[src/rtl/i2c_pkg.sv]
// Shared types for the byte-level I2C initiator: command codes, FSM states
// and the per-quarter SCL/SDA drive table.
package i2c_pkg;

  localparam int QTR_W = 10;

  typedef enum logic [1:0] {
    CMD_START = 2'd0,
    CMD_WRITE = 2'd1,
    CMD_READ  = 2'd2,
    CMD_STOP  = 2'd3
  } i2c_cmd_t;

  typedef enum logic [2:0] {
    ST_IDLE,
    ST_START,
    ST_WRITE,
    ST_READ,
    ST_STOP
  } i2c_state_t;

  function automatic i2c_state_t cmd_state(i2c_cmd_t c);
    case (c)
      CMD_START: return ST_START;
      CMD_WRITE: return ST_WRITE;
      CMD_READ:  return ST_READ;
      default:   return ST_STOP;
    endcase
  endfunction

  // Returns {scl, sda} for quarter q of a slot; data is the SDA level of a byte slot.
  function automatic logic [1:0] slot_drive(i2c_state_t st, logic [1:0] q,
                                            logic held, logic data);
    logic [1:0] d;
    d = 2'b11;
    case (st)
      ST_START: case (q)
        2'd0:    d = {~held, 1'b1};
        2'd1:    d = 2'b11;
        2'd2:    d = 2'b10;
        default: d = 2'b00;
      endcase
      ST_STOP: case (q)
        2'd0:    d = 2'b00;
        2'd1:    d = 2'b10;
        default: d = 2'b11;
      endcase
      ST_WRITE, ST_READ: d = {(q == 2'd1) || (q == 2'd2), data};
      default: d = 2'b11;
    endcase
    return d;
  endfunction

endpackage

[src/rtl/i2c_master_ctrl_if.sv]
// Command handshake plus the open-drain SCL/SDA pair of the I2C initiator.
interface i2c_master_ctrl_if;
  logic       cmd_valid;
  logic       cmd_ready;
  logic [1:0] cmd;
  logic [7:0] din;
  logic       ack_in;
  logic [7:0] dout;
  logic       ack_out;
  logic       done;
  logic       busy;
  logic       scl_o;
  logic       scl_i;
  logic       sda_o;
  logic       sda_i;

  modport ctrl (
    input  cmd_valid, cmd, din, ack_in, scl_i, sda_i,
    output cmd_ready, dout, ack_out, done, busy, scl_o, sda_o
  );

  modport host (
    output cmd_valid, cmd, din, ack_in, scl_i, sda_i,
    input  cmd_ready, dout, ack_out, done, busy, scl_o, sda_o
  );
endinterface

[src/rtl/i2c_qtr_tick.sv]
// SCL quarter-period divider; hold freezes the count so the bus can stretch Q1.
module i2c_qtr_tick
  import i2c_pkg::*;
#(
  parameter int DIV = 70
) (
  input  logic       clk_sys,
  input  logic       reset,
  input  logic       clear,
  input  logic       hold,
  output logic       tick,
  output logic [1:0] qtr
);

  localparam logic [QTR_W-1:0] LAST = QTR_W'(DIV - 1);

  logic [QTR_W-1:0] cnt;

  assign tick = !hold && (cnt == LAST);

  always_ff @(posedge clk_sys or posedge reset) begin
    if (reset) begin
      cnt <= '0;
      qtr <= '0;
    end else if (clear) begin
      cnt <= '0;
      qtr <= '0;
    end else if (tick) begin
      cnt <= '0;
      qtr <= qtr + 2'd1;
    end else if (!hold) begin
      cnt <= cnt + 1'b1;
    end
  end

endmodule

[src/rtl/i2c_master_ctrl.sv]
// Byte-level I2C initiator: START / WRITE / READ / STOP sequencer with ACK
// sampling, clock stretching and registered open-drain drives.
module i2c_master_ctrl
  import i2c_pkg::*;
#(
  parameter int CLK_DIV = 70
) (
  input logic              clk_sys,
  input logic              reset,
  i2c_master_ctrl_if.ctrl  bus
);

  i2c_state_t state_q, state_n, drv_st;
  logic [1:0] scl_sync, sda_sync, qtr, drv_q, drv, rel_age;
  logic [3:0] bit_q, drv_bit;
  logic [7:0] shreg, dout_q;
  logic       tick, hold, accept, fin, load, q2_first;
  logic       drv_msb, drv_ack, drv_sda, ack_r, ack_smp;
  logic       busy_q, done_q, ack_out_q, scl_q, sda_q;

  wire scl_s = scl_sync[1];
  wire sda_s = sda_sync[1];

  assign accept = bus.cmd_valid && (state_q == ST_IDLE);
  assign fin    = tick && (qtr == 2'd3) &&
                  ((state_q == ST_START) || (state_q == ST_STOP) || (bit_q == 4'd8));
  // A low SCL only counts as stretching once our own release has crossed the synchronizer.
  assign hold   = (state_q == ST_IDLE) ||
                  ((qtr == 2'd1) && scl_q && (rel_age == 2'd2) && !scl_s);

  i2c_qtr_tick #(.DIV(CLK_DIV)) u_tick (
    .clk_sys (clk_sys),
    .reset   (reset),
    .clear   (accept),
    .hold    (hold),
    .tick    (tick),
    .qtr     (qtr)
  );

  always_ff @(posedge clk_sys or posedge reset) begin
    if (reset) state_q <= ST_IDLE;
    else       state_q <= state_n;
  end

  // Drives are computed for the quarter about to start, so the pins never lag the FSM.
  always_comb begin
    state_n = state_q;
    drv_st  = state_q;
    drv_q   = qtr + 2'd1;
    drv_bit = bit_q;
    drv_msb = shreg[7];
    drv_ack = ack_r;
    drv_sda = 1'b1;
    load    = 1'b0;
    if (accept) begin
      state_n = cmd_state(i2c_cmd_t'(bus.cmd));
      drv_st  = state_n;
      drv_q   = 2'd0;
      drv_bit = 4'd0;
      drv_msb = bus.din[7];
      drv_ack = bus.ack_in;
      load    = 1'b1;
    end else if (fin) begin
      state_n = ST_IDLE;
    end else if (tick) begin
      load = 1'b1;
      if (qtr == 2'd3) begin
        drv_bit = bit_q + 4'd1;
        drv_msb = shreg[6];
      end
    end
    case (drv_st)
      ST_WRITE: drv_sda = (drv_bit == 4'd8) ? 1'b1 : drv_msb;
      ST_READ:  drv_sda = (drv_bit == 4'd8) ? ~drv_ack : 1'b1;
      default:  drv_sda = 1'b1;
    endcase
    drv = slot_drive(drv_st, drv_q, busy_q, drv_sda);
  end

  always_ff @(posedge clk_sys or posedge reset) begin
    if (reset) begin
      scl_sync  <= 2'b11;
      sda_sync  <= 2'b11;
      bit_q     <= '0;
      shreg     <= '0;
      ack_r     <= 1'b0;
      ack_smp   <= 1'b0;
      busy_q    <= 1'b0;
      done_q    <= 1'b0;
      ack_out_q <= 1'b0;
      dout_q    <= '0;
      scl_q     <= 1'b1;
      sda_q     <= 1'b1;
      rel_age   <= '0;
      q2_first  <= 1'b0;
    end else begin
      scl_sync <= {scl_sync[0], bus.scl_i};
      sda_sync <= {sda_sync[0], bus.sda_i};
      done_q   <= fin;
      q2_first <= tick && (qtr == 2'd1);
      if (!scl_q)               rel_age <= '0;
      else if (rel_age != 2'd2) rel_age <= rel_age + 2'd1;
      if (load) begin
        scl_q <= drv[1];
        sda_q <= drv[0];
      end
      if (accept) begin
        bit_q <= '0;
        shreg <= bus.din;
        ack_r <= bus.ack_in;
      end else if (tick && (qtr == 2'd3)) begin
        bit_q <= bit_q + 4'd1;
        if (state_q == ST_WRITE) shreg <= {shreg[6:0], 1'b0};
      end else if (q2_first && (state_q == ST_READ) && (bit_q != 4'd8)) begin
        shreg <= {shreg[6:0], sda_s};
      end
      if (q2_first && (state_q == ST_WRITE) && (bit_q == 4'd8)) ack_smp <= ~sda_s;
      if (fin) begin
        case (state_q)
          ST_START: busy_q    <= 1'b1;
          ST_STOP:  busy_q    <= 1'b0;
          ST_WRITE: ack_out_q <= ack_smp;
          ST_READ:  dout_q    <= shreg;
          default:  ;
        endcase
      end
    end
  end

  assign bus.cmd_ready = (state_q == ST_IDLE);
  assign bus.done      = done_q;
  assign bus.busy      = busy_q;
  assign bus.ack_out   = ack_out_q;
  assign bus.dout      = dout_q;
  assign bus.scl_o     = scl_q;
  assign bus.sda_o     = sda_q;

endmodule

[src/flat_wrapper.sv]
// flat-port wrapper written by rule: the top's interface ports become plain ports
module i2c_master_ctrl_flat import i2c_pkg::*;
#(
  parameter int CLK_DIV = 70
)
  (clk_sys, reset, bus_cmd_valid, bus_cmd, bus_din, bus_ack_in, bus_scl_i, bus_sda_i, bus_cmd_ready, bus_dout, bus_ack_out, bus_done, bus_busy, bus_scl_o, bus_sda_o);
  i2c_master_ctrl_if bus_i ();
  input logic clk_sys;
  input logic reset;
  input wire logic [$bits(bus_i.cmd_valid)-1:0] bus_cmd_valid;
  input wire logic [$bits(bus_i.cmd)-1:0] bus_cmd;
  input wire logic [$bits(bus_i.din)-1:0] bus_din;
  input wire logic [$bits(bus_i.ack_in)-1:0] bus_ack_in;
  input wire logic [$bits(bus_i.scl_i)-1:0] bus_scl_i;
  input wire logic [$bits(bus_i.sda_i)-1:0] bus_sda_i;
  output wire logic [$bits(bus_i.cmd_ready)-1:0] bus_cmd_ready;
  output wire logic [$bits(bus_i.dout)-1:0] bus_dout;
  output wire logic [$bits(bus_i.ack_out)-1:0] bus_ack_out;
  output wire logic [$bits(bus_i.done)-1:0] bus_done;
  output wire logic [$bits(bus_i.busy)-1:0] bus_busy;
  output wire logic [$bits(bus_i.scl_o)-1:0] bus_scl_o;
  output wire logic [$bits(bus_i.sda_o)-1:0] bus_sda_o;
  assign bus_i.cmd_valid = bus_cmd_valid;
  assign bus_i.cmd = bus_cmd;
  assign bus_i.din = bus_din;
  assign bus_i.ack_in = bus_ack_in;
  assign bus_i.scl_i = bus_scl_i;
  assign bus_i.sda_i = bus_sda_i;
  assign bus_cmd_ready = bus_i.cmd_ready;
  assign bus_dout = bus_i.dout;
  assign bus_ack_out = bus_i.ack_out;
  assign bus_done = bus_i.done;
  assign bus_busy = bus_i.busy;
  assign bus_scl_o = bus_i.scl_o;
  assign bus_sda_o = bus_i.sda_o;
  i2c_master_ctrl #(.CLK_DIV(CLK_DIV)) u_core (.clk_sys(clk_sys), .reset(reset), .bus(bus_i));
endmodule
[config.mk]
export PLATFORM = sky130hd
export DESIGN_NAME = i2c_master_ctrl_flat
export DESIGN_NICKNAME = d
export VERILOG_FILES = /design/src/rtl/i2c_pkg.sv /design/src/rtl/i2c_master_ctrl_if.sv /design/src/rtl/i2c_qtr_tick.sv /design/src/rtl/i2c_master_ctrl.sv /design/src/flat_wrapper.sv
export SDC_FILE = /design/constraint.sdc
export NUM_CORES = 1
export LEC_CHECK = 0
export ABC_AREA = 1
export CAP_MARGIN = 20
export CORE_MARGIN = 10
export CORE_UTILIZATION = 25
export DETAILED_ROUTE_END_ITERATION = 10
export GPL_TIMING_DRIVEN = 0
export RECOVER_POWER = 100
export SYNTH_ARGS = -nofsm -noshare
export SYNTH_HDL_FRONTEND = slang
export SYNTH_SLANG_ARGS = --single-unit
[constraint.sdc]
create_clock -name clk_sys -period 3.95 [get_ports clk_sys]
set_input_delay 0.79 -clock clk_sys [delete_from_list [all_inputs] [get_ports clk_sys]]
set_output_delay 0.79 -clock clk_sys [all_outputs]
set_load 0.03 [all_outputs]
==> qor.txt, run 1 <==
Fin Hold WS: 0.356 ns
Vias in the first global route: 2387
Final Hold Vio Count: 0
Post-synth EDFFs: 0
Syn Nets: 363
Max stage delay cell, worst path: dlygate4sd3_1
Post-cts sizing count: 0
Rows: 38
Worst-Skew Late Latency: 0.30 ns
Most frequent cells in the layout: nand2_1, inv_1, dfrtp_1
Num CTS Buffers: 5
# Post-CTS Setup Buffers: 0
CTS root buffer: clkbuf_16
Final Core Density: 0.306
Status: finished clean
Top-area cell type share of the netlist area: 0.383
Die Area: 15900 um^2
Drt wl/cell: 12.6 um
Detailed router's first-iteration violation count: 175
Slew HR: 0.435
Crit path DAT: 3.27 ns
Number of max-cap violations: 0
Antenna violations before repair: 0
Peak VDD IR: 136 uV
Fmax achieved: 0.328 GHz
Reg clk slew, reported paths: 0.06 ns
CTS tree: done
Kind of cell adding the most delay to the critical path: buffers and inverters
Slew @ Worst Pin: 0.847 ns
Design Power: 1100 uW
Final Max Tran Viols: 0
Share of cells above drive strength 1: 0.113
Worst path buffer plus inverter count: 4
Area Growth Syn to Fin: 19.0%
Core area: 10900 um^2
Initial core utilization: 0.257
DRT Pass-1 Iters: 5
RSZ-0062 raised after global routing: no
Chip width: 126 um
Final #Nets: 400
Syn_area_per_cell: 8.42 um^2
ANT cells: 0
I/O pin count: 30
DRC viols: 0
Cell Area, Synth: 2810 um^2
Largest area contributor in the netlist: dfrtp_1
Final min period: 3.05 ns
Crit-path max FO: 10
Die Span Y: 126 um
Final TNS setup: 0 ns
Input/output buffers: 29
Hold Path Class: reg -> reg
H-tree depth: 2
GP Congestion: 0.842
Max incr delay on CP: 0.54 ns
Vias/cell: 4.46
Crit share post-route: 0.773
# fillers: 1180
Clock skew: 0.00994 ns
Synth Flop Type: dfrtp_1
DRT antenna net count: 0
Vias: 2283
First-pass GRT wire length: 11400 um
Worst Setup Path Type: in -> reg
Critical Path RT: 4.16 ns
Worst path cell trace: dlygate4sd3_1, nand3_1, clkinvlp_2, nor2_1, clkbuf_1, inv_1, o21ai_0, a21boi_1
Gate Count Post-Synth: 334
Asr flop ratio synth: 1.00
Total Routed Length: 6430 um
Longest Clk Path Bufs: 2
Largest net degree at the start of global routing: 30
Yosys warning total: 0
Clk sinks: 49
Top cells by area, synth: dfrtp_1, nand2_1, inv_1
Most common cell after layout, fill and taps aside: nand2_1
Power per standard cell area: 329 nW/um^2
Setup crit end kind: flop
Detailed placement HPWL: 4910 um
Final Setup Violations: 0
Hold buffers post-CTS: 0
Unique masters post-synth: 44
Register area share after synthesis: 0.439
P_leak: 0.00159 uW
GRT Util Overall: 0.0851
Seq cells post-synth: 49
CP Launch Type: input pin
Total grt overflow: 0
## final timing paths
check                                startpoint              endpoint  slack (ns)  cells after the start
max                               bus_cmd_valid  u_core.u_tick.cnt[4]        0.90                      8
min                          u_core.scl_sync[0]    u_core.scl_sync[1]        0.36                      0
max reg2reg                u_core.u_tick.cnt[1]       u_core.shreg[5]        1.03                     14
min reg2reg                  u_core.scl_sync[0]    u_core.scl_sync[1]        0.36                      0
max in group asynchronous                 reset    u_core.scl_sync[1]        2.12                      3
min in group asynchronous                 reset       u_core.shreg[3]        1.10                      2
## logic make-up (layout without fill, tap and decap cells)
kind of cell	count (synthesis)	after routing	share of synthesized area
buffers and inverters	62	100	0.0916
multiplexers	1	1	0.00534
XOR/XNOR	1	1	0.00311
AO/OA/AOI/OAI	54	54	0.125
adder cells (fa/ha/maj)	13	13	0.0578
flip-flops	49	49	0.439
AND/OR/NAND/NOR	154	154	0.278
## registers in the layout, indices dropped and copies added, names as in the netlist, 2 cells and up
| signal | flops |
|---|---|
| u_core.u_tick.cnt | 10 |
| u_core.bit_q | 4 |
| u_core.scl_sync | 2 |
| u_core.rel_age | 2 |
| u_core.state_q | 3 |
| u_core.u_tick.qtr | 2 |
| u_core.shreg | 8 |
| u_core.sda_sync | 2 |
| u_core.bus.dout | 8 |
## layer usage
| metal | track usage | vias to the layer above | part of all wire |
|---|---|---|---|
| li1 | - | 1159 | - |
| met3 | 0.0227 | 7 | 0.045 |
| met4 | 0.0362 | 0 | 0.015 |
| met5 | 0 | - | 0 |
| met2 | 0.137 | 49 | 0.47 |
| met1 | 0.105 | 1068 | 0.47 |
## power by group
group | leakage [uW] | internal, uW | switching, uW | total [uW]
clock network | 0.0000631 | 235 | 192 | 428
registers | 0.000585 | 530 | 31.4 | 562
logic | 0.000947 | 49.5 | 61.5 | 111
total | 0.00159 | 815 | 285 | 1100
## cells in the mapped netlist, drive strengths merged (2+ instances only)
cell type / count
ha: 13
nand3: 35
a21oi: 14
nand4: 3
dfstp: 6
buf: 4
o211ai: 6
dfrtp: 43
o21ai: 26
inv: 56
nand2: 69
nor3: 11
a31oi: 2
or2: 2
nor2: 33
## stage by stage
stage	cell area, um^2	std cells	worst slack (ns)
6_report	3350	512	0.897
5_1_grt	3350	512	0.672
4_1_cts	3440	512	1.25
3_5_place_dp	3300	504	0.971
3_3_place_gp	3280	503	0.929
2_1_floorplan	2810	334	1.86
## final cells by class
type | count | area (um^2) | share of cell area
Buffer | 5 | 18.8 | 0.00561
Clock buffer | 6 | 129 | 0.0385
Clock inverter | 2 | 15.0 | 0.00448
Sequential cell | 49 | 1230 | 0.368
Tap cell | 140 | 175 | 0.0523
Multi-Input combinational cell | 223 | 1240 | 0.372
Timing Repair Buffer | 30 | 310 | 0.0927
Inverter | 57 | 221 | 0.0661
Power figures use the tool's default switching activity.
==> run 2: changes to the inputs <==
- clock period: 3.95 -> 3.09 ns (I/O delays scaled with it)
==> run 2 against run 1 <==
Sequential power is 28% higher. Clock-buffer cell count stayed put. Cell count is the same. Sequential cell count is the same. Sequential share of layout area is 0.18 points lower. Worst hold slack about the same. Register-to-register slack lost 0.55 ns. Global-route usage is the same. Die area unchanged. Routed wire length is essentially flat. Clock skew fell by 0.0030 ns. Critical path type unchanged. Critical endpoint unchanged. Largest power group unchanged.
==> qor.txt, run 2 (same netlist as run 1, synthesis figures left out) <==
Longest Clk Path Bufs: 2 (unchanged)
FF+latch area: 1230 um^2 (unchanged)
Rows: 38 (unchanged)
Largest net degree at the start of global routing: 30 (unchanged)
Core area: 10900 um^2 (unchanged)
Vias/cell: 4.44 (was 4.46)
Die Span Y: 126 um (unchanged)
Post-cts sizing count: 0 (unchanged)
Total Routed Length: 6440 um (was 6430 um)
Final min period: 2.70 ns
Num CTS Buffers: 5 (unchanged)
Antenna violations before repair: 0 (unchanged)
Chip width: 126 um (unchanged)
Drt wl/cell: 12.6 um (about the same)
Slew @ Worst Pin: 0.788 ns (was 0.847 ns)
Area Growth Syn to Fin: 19.6% (was 19.0%)
Most common cell after layout, fill and taps aside: nand2_1 (unchanged)
Post-route cell area: 3360 um^2 (was 3350 um^2)
Slew HR: 0.474 (was 0.435)
CP Launch Type: input pin (unchanged)
Most frequent cells in the layout: nand2_1, inv_1, dfrtp_1 (unchanged)
Initial core utilization: 0.257 (unchanged)
GRT Util Overall: 0.0851 (unchanged)
Crit path DAT: 2.92 ns (was 3.27 ns)
P_leak: 0.00160 uW (was 0.00159 uW)
Number of max-cap violations: 0 (unchanged)
Int Pwr: 1040 uW (was 815 uW)
Worst reg-to-reg path cell count: 14 (unchanged)
I/O pin count: 30 (unchanged)
Share of cells above drive strength 1: 0.129 (was 0.113)
Detailed placement HPWL: 4910 um (unchanged)
Fmax achieved: 0.371 GHz
Clk sinks: 49 (unchanged)
Crit-path max FO: 10 (unchanged)
First-pass GRT wire length: 11400 um (unchanged)
Vias in the first global route: 2387 (unchanged)
Hold Path Class: reg -> reg (unchanged)
Vias: 2275 (was 2283)
Sequential share of power: 0.511 (was 0.510)
Max incr delay on CP: 0.44 ns (was 0.54 ns)
Hold buffers post-CTS: 0 (unchanged)
Critical Path RT: 3.31 ns (was 4.16 ns)
Final #Nets: 400 (unchanged)
Final Hold Vio Count: 0 (unchanged)
Net Switching: 364 uW (was 285 uW)
Final Max Tran Viols: 0 (unchanged)
Register with the most flip-flops: u_core.u_tick.cnt (unchanged)
Final setup margin: 0.391 ns (was 0.897 ns)
Final Setup Violations: 0 (unchanged)
CTS root buffer: clkbuf_16 (unchanged)
# fillers: 1175 (was 1180)
DRC viols: 0 (unchanged)
Status: finished clean (unchanged)
Multi-input combinational cell area: 1270 um^2 (was 1240 um^2)
Post-DP Area: 3300 um^2 (unchanged)
ANT cells: 0 (unchanged)
Worst Setup Path Type: in -> reg (unchanged)
Power share of the clock group: 0.389 (about the same)
Gate power share: 0.099 (was 0.101)
# Post-CTS Setup Buffers: 0 (unchanged)
Setup crit end kind: flop (unchanged)
Total grt overflow: 0 (unchanged)
Peak VDD IR: 169 uV (was 136 uV)
Clock skew: 0.00698 ns (was 0.00994 ns)
H-tree depth: 2 (unchanged)
Power per standard cell area: 417 nW/um^2 (was 329 nW/um^2)
Reg clk slew, reported paths: 0.06 ns (about the same)
Design Power: 1400 uW (was 1100 uW)
Input/output buffers: 29 (unchanged)
Place WS: 0.283 ns (was 0.971 ns)
DRT antenna net count: 0 (unchanged)
CTS tree: done (unchanged)
Worst path cell trace: clkdlybuf4s50_1, nand3_1, clkinvlp_2, nor2_1, clkbuf_1, inv_2, o21ai_0, a21boi_1 (was dlygate4sd3_1, nand3_1, clkinvlp_2, nor2_1, clkbuf_1, inv_1, o21ai_0, a21boi_1)
Worst-Skew Late Latency: 0.29 ns (was 0.30 ns)
RSZ-0062 raised after global routing: no (unchanged)
Max stage delay cell, worst path: clkinvlp_2 (was dlygate4sd3_1)
Final TNS setup: 0 ns (unchanged)
DRT Pass-1 Iters: 4 (was 5)
Die Area: 15900 um^2 (unchanged)
Switching share of total power: 0.259 (about the same)
Fin Hold WS: 0.356 ns (about the same)
Largest register FFs: 10 (unchanged)
GP Congestion: 0.842 (unchanged)
Crit share post-route: 0.873
Detailed router's first-iteration violation count: 164 (was 175)
Hold depth: 0 (unchanged)
-- run 2: layout make-up --
cell class / count / area share
clock buffers: 6 / 0.0383
well taps: 140 / 0.0521
clock inverters: 2 / 0.00446
inverters: 57 / 0.0662
plain buffers: 5 / 0.00781
repair buffers: 30 / 0.0878
flip-flops and latches: 49 / 0.367
multi-input cells: 223 / 0.377
-- run 2: power groups by stage --
| stage | sequential [uW] | clock, uW | combinational (uW) |
|---|---|---|---|
| final | 718 | 546 | 139 |
| after global routing | 726 | 595 | 165 |
| after CTS | 718 | 561 | 147 |
| after detailed placement | 729 | 0 | 146 |
| after global placement | 728 | 0 | 139 |
| after floorplan | 720 | 0 | 101 |
-- run 2: worst paths after layout --
| check | end | slack, ns | startpoint |
|---|---|---|---|
| worst max-delay path | u_core.u_tick.cnt[4] | 0.39 | bus_cmd_valid |
| worst min-delay path | u_core.scl_sync[1] | 0.36 | u_core.scl_sync[0] |
| worst max register to register | u_core.shreg[6] | 0.48 | u_core.u_tick.cnt[1] |
| worst min register to register | u_core.scl_sync[1] | 0.36 | u_core.scl_sync[0] |
| max in group asynchronous | u_core.u_tick.cnt[1] | 0.97 | reset |
| min in group asynchronous | u_core.bus.dout[5] | 0.91 | reset |
-- run 2: critical path: cells and delay by family --
kind	cells	cell delay, ns
AND/OR/NAND/NOR	2	0.60
AO/OA/AOI/OAI	2	0.33
buffers and inverters	4	1.35
-- run 2: stage by stage --
stage,std cells,utilization
CTS,512,0.315
global route,512,0.308
finish,512,0.308
floorplan,334,-
detailed placement,504,0.302
global placement,503,0.300
-- run 2: per-layer routing --
layer	track usage	part of all wire
met1	0.105	0.45
met3	0.0227	0.052
met2	0.137	0.48
met5	0	0
met4	0.0362	0.014
